==> src/rtl/arty_io_pkg.sv <==
// rtl/arty_io_pkg.sv - shared Arty board I/O constants
// Purpose: channel indices, default debounce length and GPIO direction codes
//          used by the input conditioning stage and other board-level glue.
// Ports:   none (package).
package arty_io_pkg;

   // Board channel layout on the conditioned input bus.
   localparam int BTN_BASE = 0;
   localparam int SW_BASE  = 4;
   localparam int N_BTN    = 4;
   localparam int N_SW     = 4;

   // 2.5 ms at a 100 MHz core clock.
   localparam int DEBOUNCE_CYCLES_DEFAULT = 250000;

   // GPIO direction encoding.
   localparam logic GPIO_DIR_IN  = 1'b0;
   localparam logic GPIO_DIR_OUT = 1'b1;

   // Stability counter width; at least one bit so DEBOUNCE_CYCLES = 1 still elaborates.
   function automatic int cnt_width(input int cycles);
      return (cycles > 1) ? $clog2(cycles) : 1;
   endfunction

endpackage : arty_io_pkg

==> src/rtl/debounce_ch.sv <==
// rtl/debounce_ch.sv - single-channel synchroniser and debouncer
// Purpose: two-flop synchroniser, stability counter, debounced level,
//          one-cycle rise/fall strobes and a sticky change flag.
// Ports:   clk, rst_n      clock and async active-low reset
//          raw_i           asynchronous pin
//          clr_i           clear for changed_o (level-sampled)
//          db_o            debounced level
//          rise_o, fall_o  one-cycle strobes on accepted transitions
//          changed_o       sticky transition flag
module debounce_ch
   import arty_io_pkg::*;
#(
   parameter int   DEBOUNCE_CYCLES = DEBOUNCE_CYCLES_DEFAULT,
   parameter logic RESET_VAL       = 1'b0
) (
   input  logic clk,
   input  logic rst_n,
   input  logic raw_i,
   input  logic clr_i,
   output logic db_o,
   output logic rise_o,
   output logic fall_o,
   output logic changed_o
);

   localparam int                 CNT_W   = cnt_width(DEBOUNCE_CYCLES);
   localparam logic [CNT_W-1:0]   CNT_MAX = CNT_W'(DEBOUNCE_CYCLES - 1);

   (* ASYNC_REG = "TRUE" *) logic s1_q;
   (* ASYNC_REG = "TRUE" *) logic s2_q;
   logic             s1_d, s2_d;
   logic [CNT_W-1:0] cnt_q, cnt_d;
   logic             db_q, db_d;
   logic             rise_q, rise_d;
   logic             fall_q, fall_d;
   logic             changed_q, changed_d;
   logic             accept;

   always_comb begin
      s1_d   = raw_i;
      s2_d   = s1_q;
      cnt_d  = cnt_q;
      db_d   = db_q;
      rise_d = 1'b0;
      fall_d = 1'b0;
      accept = 1'b0;
      if (s2_q == db_q) begin
         // Any cycle agreeing with the current level restarts the count.
         cnt_d = '0;
      end else if (cnt_q == CNT_MAX) begin
         accept = 1'b1;
         db_d   = s2_q;
         cnt_d  = '0;
         rise_d = s2_q;
         fall_d = ~s2_q;
      end else begin
         cnt_d = cnt_q + CNT_W'(1);
      end
      // A new transition wins over a simultaneous software clear.
      changed_d = accept | (changed_q & ~clr_i);
   end

   always_ff @(posedge clk or negedge rst_n) begin
      if (!rst_n) begin
         s1_q      <= RESET_VAL;
         s2_q      <= RESET_VAL;
         cnt_q     <= '0;
         db_q      <= RESET_VAL;
         rise_q    <= 1'b0;
         fall_q    <= 1'b0;
         changed_q <= 1'b0;
      end else begin
         s1_q      <= s1_d;
         s2_q      <= s2_d;
         cnt_q     <= cnt_d;
         db_q      <= db_d;
         rise_q    <= rise_d;
         fall_q    <= fall_d;
         changed_q <= changed_d;
      end
   end

   assign db_o      = db_q;
   assign rise_o    = rise_q;
   assign fall_o    = fall_q;
   assign changed_o = changed_q;

endmodule : debounce_ch

==> src/rtl/arty_input_debounce.sv <==
// rtl/arty_input_debounce.sv - Arty button/switch input conditioning stage
// Purpose: N_CH independent debounce channels feeding the SoC GPIO input bus.
// Ports:   clk, rst_n      clock and async active-low reset
//          raw_i           asynchronous board pins
//          clr_i           per-channel clear of changed_o
//          db_o            debounced levels (gpio_in)
//          rise_o, fall_o  one-cycle strobes per channel
//          changed_o       sticky per-channel change flags
module arty_input_debounce
   import arty_io_pkg::*;
#(
   parameter int              N_CH            = 8,
   parameter int              DEBOUNCE_CYCLES = DEBOUNCE_CYCLES_DEFAULT,
   parameter logic [N_CH-1:0] RESET_VAL       = '0
) (
   input  logic            clk,
   input  logic            rst_n,
   input  logic [N_CH-1:0] raw_i,
   input  logic [N_CH-1:0] clr_i,
   output logic [N_CH-1:0] db_o,
   output logic [N_CH-1:0] rise_o,
   output logic [N_CH-1:0] fall_o,
   output logic [N_CH-1:0] changed_o
);

   for (genvar i = 0; i < N_CH; i++) begin : g_ch
      debounce_ch #(
         .DEBOUNCE_CYCLES (DEBOUNCE_CYCLES),
         .RESET_VAL       (RESET_VAL[i])
      ) u_ch (
         .clk       (clk),
         .rst_n     (rst_n),
         .raw_i     (raw_i[i]),
         .clr_i     (clr_i[i]),
         .db_o      (db_o[i]),
         .rise_o    (rise_o[i]),
         .fall_o    (fall_o[i]),
         .changed_o (changed_o[i])
      );
   end

endmodule : arty_input_debounce

==> config.mk <==
export PLATFORM = sky130hd
export DESIGN_NAME = arty_input_debounce
export DESIGN_NICKNAME = d
export VERILOG_FILES = /design/src/rtl/arty_io_pkg.sv /design/src/rtl/debounce_ch.sv /design/src/rtl/arty_input_debounce.sv
export SDC_FILE = /design/constraint.sdc
export NUM_CORES = 1
export LEC_CHECK = 0
export CAP_MARGIN = 0
export CORE_ASPECT_RATIO = 0.8
export CORE_MARGIN = 1.5
export CORE_UTILIZATION = 60
export CTS_CLUSTER_DIAMETER = 80
export DETAILED_ROUTE_END_ITERATION = 12
export HOLD_SLACK_MARGIN = 0.06
export MAX_ROUTING_LAYER = met4
export PLACE_DENSITY = 0.8
export SETUP_SLACK_MARGIN = 0.02
export SYNTH_ARGS = -nofsm -noshare
export SYNTH_HDL_FRONTEND = slang
export SYNTH_HIERARCHICAL = 1
export SYNTH_SLANG_ARGS = --single-unit
==> constraint.sdc <==
create_clock -name clk -period 2.4 [get_ports clk]
set_input_delay 0.6 -clock clk [delete_from_list [all_inputs] [get_ports clk]]
set_output_delay 0.6 -clock clk [all_outputs]
set_load 0.01 [all_outputs]
==> results of run 1 <==
Yosys cell counts, drive strengths merged (24+ instances only):
cell	number	area (µm²)
dfrtp	192	4800
nand3	64	360
o31ai	32	240
or4	40	330
or3	24	150
nand2	64	240
o21ai	24	150
xor2	72	631
and3	24	150
and4	32	290
a21oi	48	240
nor2	104	390
power breakdown:
part	leakage (nW)	switching, mW	internal (mW)	total [mW]
registers	2.63	0.0455	3.28	3.33
logic	1.44	0.135	0.0839	0.219
clock network	0.289	1.18	1.68	2.87
layer usage:
metal | global-route usage [%] | up-vias | share of wire, % | wire length [µm]
met1 | 31.4 | 3330 | 46 | 8210
met3 | 4.32 | 12 | 3.0 | 528
li1 | - | 3217 | - | -
met5 | - | - | 0 | 0
met4 | 8.07 | 0 | 0.99 | 174
met2 | 40.2 | 113 | 50 | 8750
layout make-up:
class                           instances  area [µm²]  share of cell area, %
Inverter                                8        30.0                  0.288
Sequential cell                       192        4800                   46.0
Timing Repair Buffer                   62         627                   6.00
Tap cell                              184         230                   2.20
Clock inverter                         11         138                   1.32
Clock buffer                           21         460                   4.41
Multi-Input combinational cell        632        4150                   39.8
cell families (layout without fill, tap and decap cells):
group	after synthesis	in the layout	synth area share [%]
buf+inv	24	102	1.11
compound gates	112	112	7.73
fa+ha+maj	8	8	1.11
mux	8	8	1.33
xor+xnor	88	88	8.51
simple gates	416	416	27.2
flops	192	192	53.0
per-stage QoR:
stage | util, % | hold slack [ps] | instances
floorplan | - | 304 | 848
detailed placement | 67.9 | 337 | 1078
global route | 72.1 | 183 | 1110
finish | 72.1 | 145 | 1110
CTS | 72.1 | 154 | 1110
global placement | 67.9 | 333 | 1078
registers in the layout, summed over array words and instances (netlist names):
name                 flops
g_ch.u_ch/s2_q           8
g_ch.u_ch/fall_o         8
g_ch.u_ch/changed_o      8
g_ch.u_ch/rise_o         8
g_ch.u_ch/cnt_q        144
g_ch.u_ch/s1_q           8
g_ch.u_ch/db_o           8
worst paths after layout:
path                                  startpoint                     end  slack [ps]
hold reg to reg                g_ch[3].u_ch/s1_q       g_ch[3].u_ch/s2_q         350
hold / removal                             rst_n       g_ch[4].u_ch/s1_q         140
setup reg to reg           g_ch[2].u_ch/cnt_q[8]       g_ch[2].u_ch/db_o         470
min in group clk               g_ch[3].u_ch/s1_q       g_ch[3].u_ch/s2_q         350
setup / recovery               g_ch[6].u_ch/db_o                 db_o[6]         320
max in group asynchronous                  rst_n  g_ch[2].u_ch/cnt_q[15]        1580
==> flow_summary.toml, run 1 <==
[sta]
rsz0062_at_grt = "no"
fin_crit_sh_pct = 86.5
drv_slew = 0
tightest_slew_ps = 566
hold_viol = 0
fin_ws_ps = 325
period_needed_ps = 2080
fmax_mhz = 482
final-setup-viol-count = 0
relSlewSlack_pct = 62.3
skew_ps = 6.96
final.setup.tns_ps = 0

[setup_path]
cpMaxStageDelayCell = "clkdlybuf4s50_1"
r2r_cells = 4
cp.arrival_ps = 1480
cpLargestDelayFamily = "buffers and inverters"
crit_chain = "clkdlybuf4s50_1"
path_class = "flip-flop to output pin"
critPathLaunchType = "flip-flop"
cp.depth = 1
crit_required_ps = 1800
critPathBufInv = 1
slowest_delay_ps = 600
worstPathMaxFanout = 5
cp-end-kind = "output pin"

[yosys]
ys_seq_area_share_pct = 53.0
synthesis.area_um2 = 9060
synthesis.nets = 874
synthDistinctLibCells = 29
yosys_warnings = 6
synth_edf_count = 0
ys_ff_latch = 192
synth-main-ff-cell = "dfrtp_1"
synthArstFlopShare_pct = 100
synth_area_per_cell_um2 = 10.7
synthCells = 848

[routing]
drt_iter0_drc = 502
drc = 0
vias_per_cell = 6.01
vias = 6672
wirelength_um = 17700
drt.antenna.violating_nets = 0
first_pass_iters = 5
wire_per_inst_um = 15.9

[final_layout]
diodes = 0
fin_area_um2 = 10400
nFillCells = 1032
syn2layout_area_growth_pct = 15.3
final_layout_size_suffix_gt1_share_pct = 10.8
final_cell_mix = "dfrtp_1 (192), nor2_1 (104), xor2_1 (72)"
final_nets = 939
final_common_cell = "dfrtp_1"

[run_status]
status = "finished, final reports clean"

[place]
dp_hpwl_um = 12100
place_area_um2 = 9850
gp_congestion = 0.890
place_ws_ps = 477
port_buffers = 49

[grt]
first_global_vias = 6686
grt_max_degree = 60
antenna_found_initial = 0
grt_overflow_total = 0
track_usage_pct = 24.6
grt_pass1_wl_um = 30900

[pwr]
cellPowerDensity_nw_per_um2 = 614
max-vdd-ir-drop_uv = 544
p_total_mw = 6.41
leakagePower_nw = 4.36

[cts]
cts_tree = "done"
htree_levels = 4
clk-insertion-delay-late_ps = 430
post-cts-setup-buffers = 0
root_buffer = "clkbuf_16"
numCtsBuffers = 17
path_clk_slew_ps = 60
cts_resized = 0
hold_buffers = 0
clock_sinks = 192
cts_max_path_buffers = 2

[worst_hold_path]
hp-class = "input port to async pin"

[floorplanning]
die_x_um = 140
core_um2 = 14500
start_util_pct = 62.5
fp-row-count = 39
ios = 50
die_area_um2 = 15800
fp.dieH_um = 113

[flow_run]
maxCapViolCount = 0
(Power assumes the default switching activity.)
==> inputs of run 2 (changes only) <==
--- a/config.mk
+++ b/config.mk
@@ -12,7 +12,6 @@
 export CTS_CLUSTER_DIAMETER = 80
 export DETAILED_ROUTE_END_ITERATION = 12
 export HOLD_SLACK_MARGIN = 0.06
-export MAX_ROUTING_LAYER = met4
 export PLACE_DENSITY = 0.8
 export SETUP_SLACK_MARGIN = 0.02
 export SYNTH_ARGS = -nofsm -noshare
==> run 2 against run 1 <==
Against the previous run: total power barely moved; largest cell class unchanged; wire length about the same; final cell count unchanged; setup slack got worse by 4.0 ps.
==> flow_summary.toml, run 2 (same netlist as run 1, synthesis figures left out) <==
[run_status]
status = "finished, final reports clean"

[routing]
drc = 0
vias = 6665
wire_per_inst_um = 15.9
wirelength_um = 17700
drt_iter0_drc = 414
first_pass_iters = 5
vias_per_cell = 6.00
drt.antenna.violating_nets = 0

[grt]
antenna_found_initial = 0
grt_overflow_total = 0
grt_max_degree = 60
track_usage_pct = 23.8
first_global_vias = 6693
grt_pass1_wl_um = 30900

[setup_path]
critPathLaunchType = "flip-flop"
r2r_cells = 4
reg2reg_slack_ps = 470
worstPathMaxFanout = 5
startpoint = "g_ch[6].u_ch/db_o"
slowest_delay_ps = 600
crit_chain = "clkdlybuf4s50_1"
path_class = "flip-flop to output pin"
r2r_start = "g_ch[2].u_ch/cnt_q[8]"
cp-end-kind = "output pin"
cpLargestDelayFamily = "buffers and inverters"
crit_required_ps = 1800
cpMaxStageDelayCell = "clkdlybuf4s50_1"
cp.depth = 1
cp-endpoint = "db_o[6]"
r2r-end = "g_ch[2].u_ch/db_o"
cp.arrival_ps = 1480
critPathBufInv = 1

[cts]
root_buffer = "clkbuf_16"
path_clk_slew_ps = 60
post-cts-setup-buffers = 0
numCtsBuffers = 17
cts_resized = 0
cts_max_path_buffers = 2
clock_sinks = 192
hold_buffers = 0
htree_levels = 4
cts_tree = "done"
clk-insertion-delay-late_ps = 430

[floorplanning]
start_util_pct = 62.5
ios = 50
die_x_um = 140
core_um2 = 14500
die_area_um2 = 15800
fp-row-count = 39
fp.dieH_um = 113

[final_layout]
final_util_pct = 72.1
final_common_cell = "dfrtp_1"
final_nets = 939
fin_area_um2 = 10400
final_cell_mix = "dfrtp_1 (192), nor2_1 (104), xor2_1 (72)"
syn2layout_area_growth_pct = 15.3
largest-register = "g_ch.u_ch/cnt_q"
diodes = 0
final_layout_size_suffix_gt1_share_pct = 10.8
largest_register_ffs = 144

[sta]
period_needed_ps = 2080
tightest_slew_ps = 570
fin_crit_sh_pct = 86.6
drv_slew = 0
fmax_mhz = 481
relSlewSlack_pct = 62.0
rsz0062_at_grt = "no"
final.setup.tns_ps = 0
hold_viol = 0
skew_ps = 6.36
final-setup-viol-count = 0

[flow_run]
maxCapViolCount = 0

[worst_hold_path]
hp-class = "input port to async pin"

[place]
place_area_um2 = 9850
dp_hpwl_um = 12100
gp_congestion = 0.876
port_buffers = 49

[pwr]
max-vdd-ir-drop_uv = 544
leakagePower_nw = 4.36
p_total_mw = 6.42
cellPowerDensity_nw_per_um2 = 614
## run 2: worst min path at each step
stage / startpoint / endpoint / slack (ps) / cells after the start
5_1_grt: rst_n / g_ch[4].u_ch/s1_q / 180 / 1
3_3_place_gp: g_ch[0].u_ch/s1_q / g_ch[0].u_ch/s2_q / 330 / 0
3_5_place_dp: g_ch[7].u_ch/s1_q / g_ch[7].u_ch/s2_q / 340 / 0
2_1_floorplan: rst_n / g_ch[0].u_ch/changed_o / 300 / 0
4_1_cts: rst_n / g_ch[4].u_ch/s1_q / 150 / 1
6_report: rst_n / g_ch[4].u_ch/s1_q / 140 / 1
## run 2: power breakdown
part,switching [mW],internal (mW)
registers,0.0454,3.28
clock network,1.18,1.68
logic,0.135,0.0839
total,1.36,5.05
## run 2: per-layer routing
layer	GRT usage [%]	routed length (µm)	vias to the layer above
li1	-	-	3215
met1	31.5	8220	3339
met2	40.1	8780	96
met3	4.36	474	15
met4	8.07	175	0
met5	0	0	-
## run 2: metrics by stage
| step | setup WS (ps) | hold WS, ps | cells |
|---|---|---|---|
| finish | 321 | 144 | 1110 |
| CTS | 299 | 154 | 1110 |
| detailed placement | 477 | 337 | 1078 |
| floorplan | 630 | 304 | 848 |
| global placement | 555 | 333 | 1078 |
| global route | 279 | 183 | 1110 |
## run 2: cell type report
| type | instances | area (µm²) |
|---|---|---|
| Sequential cell | 192 | 4800 |
| Tap cell | 184 | 230 |
| Inverter | 8 | 30.0 |
| Fill cell | 1032 | 4050 |
| Clock buffer | 21 | 460 |
| Clock inverter | 11 | 138 |
| Multi-Input combinational cell | 632 | 4150 |
| Timing Repair Buffer | 62 | 627 |
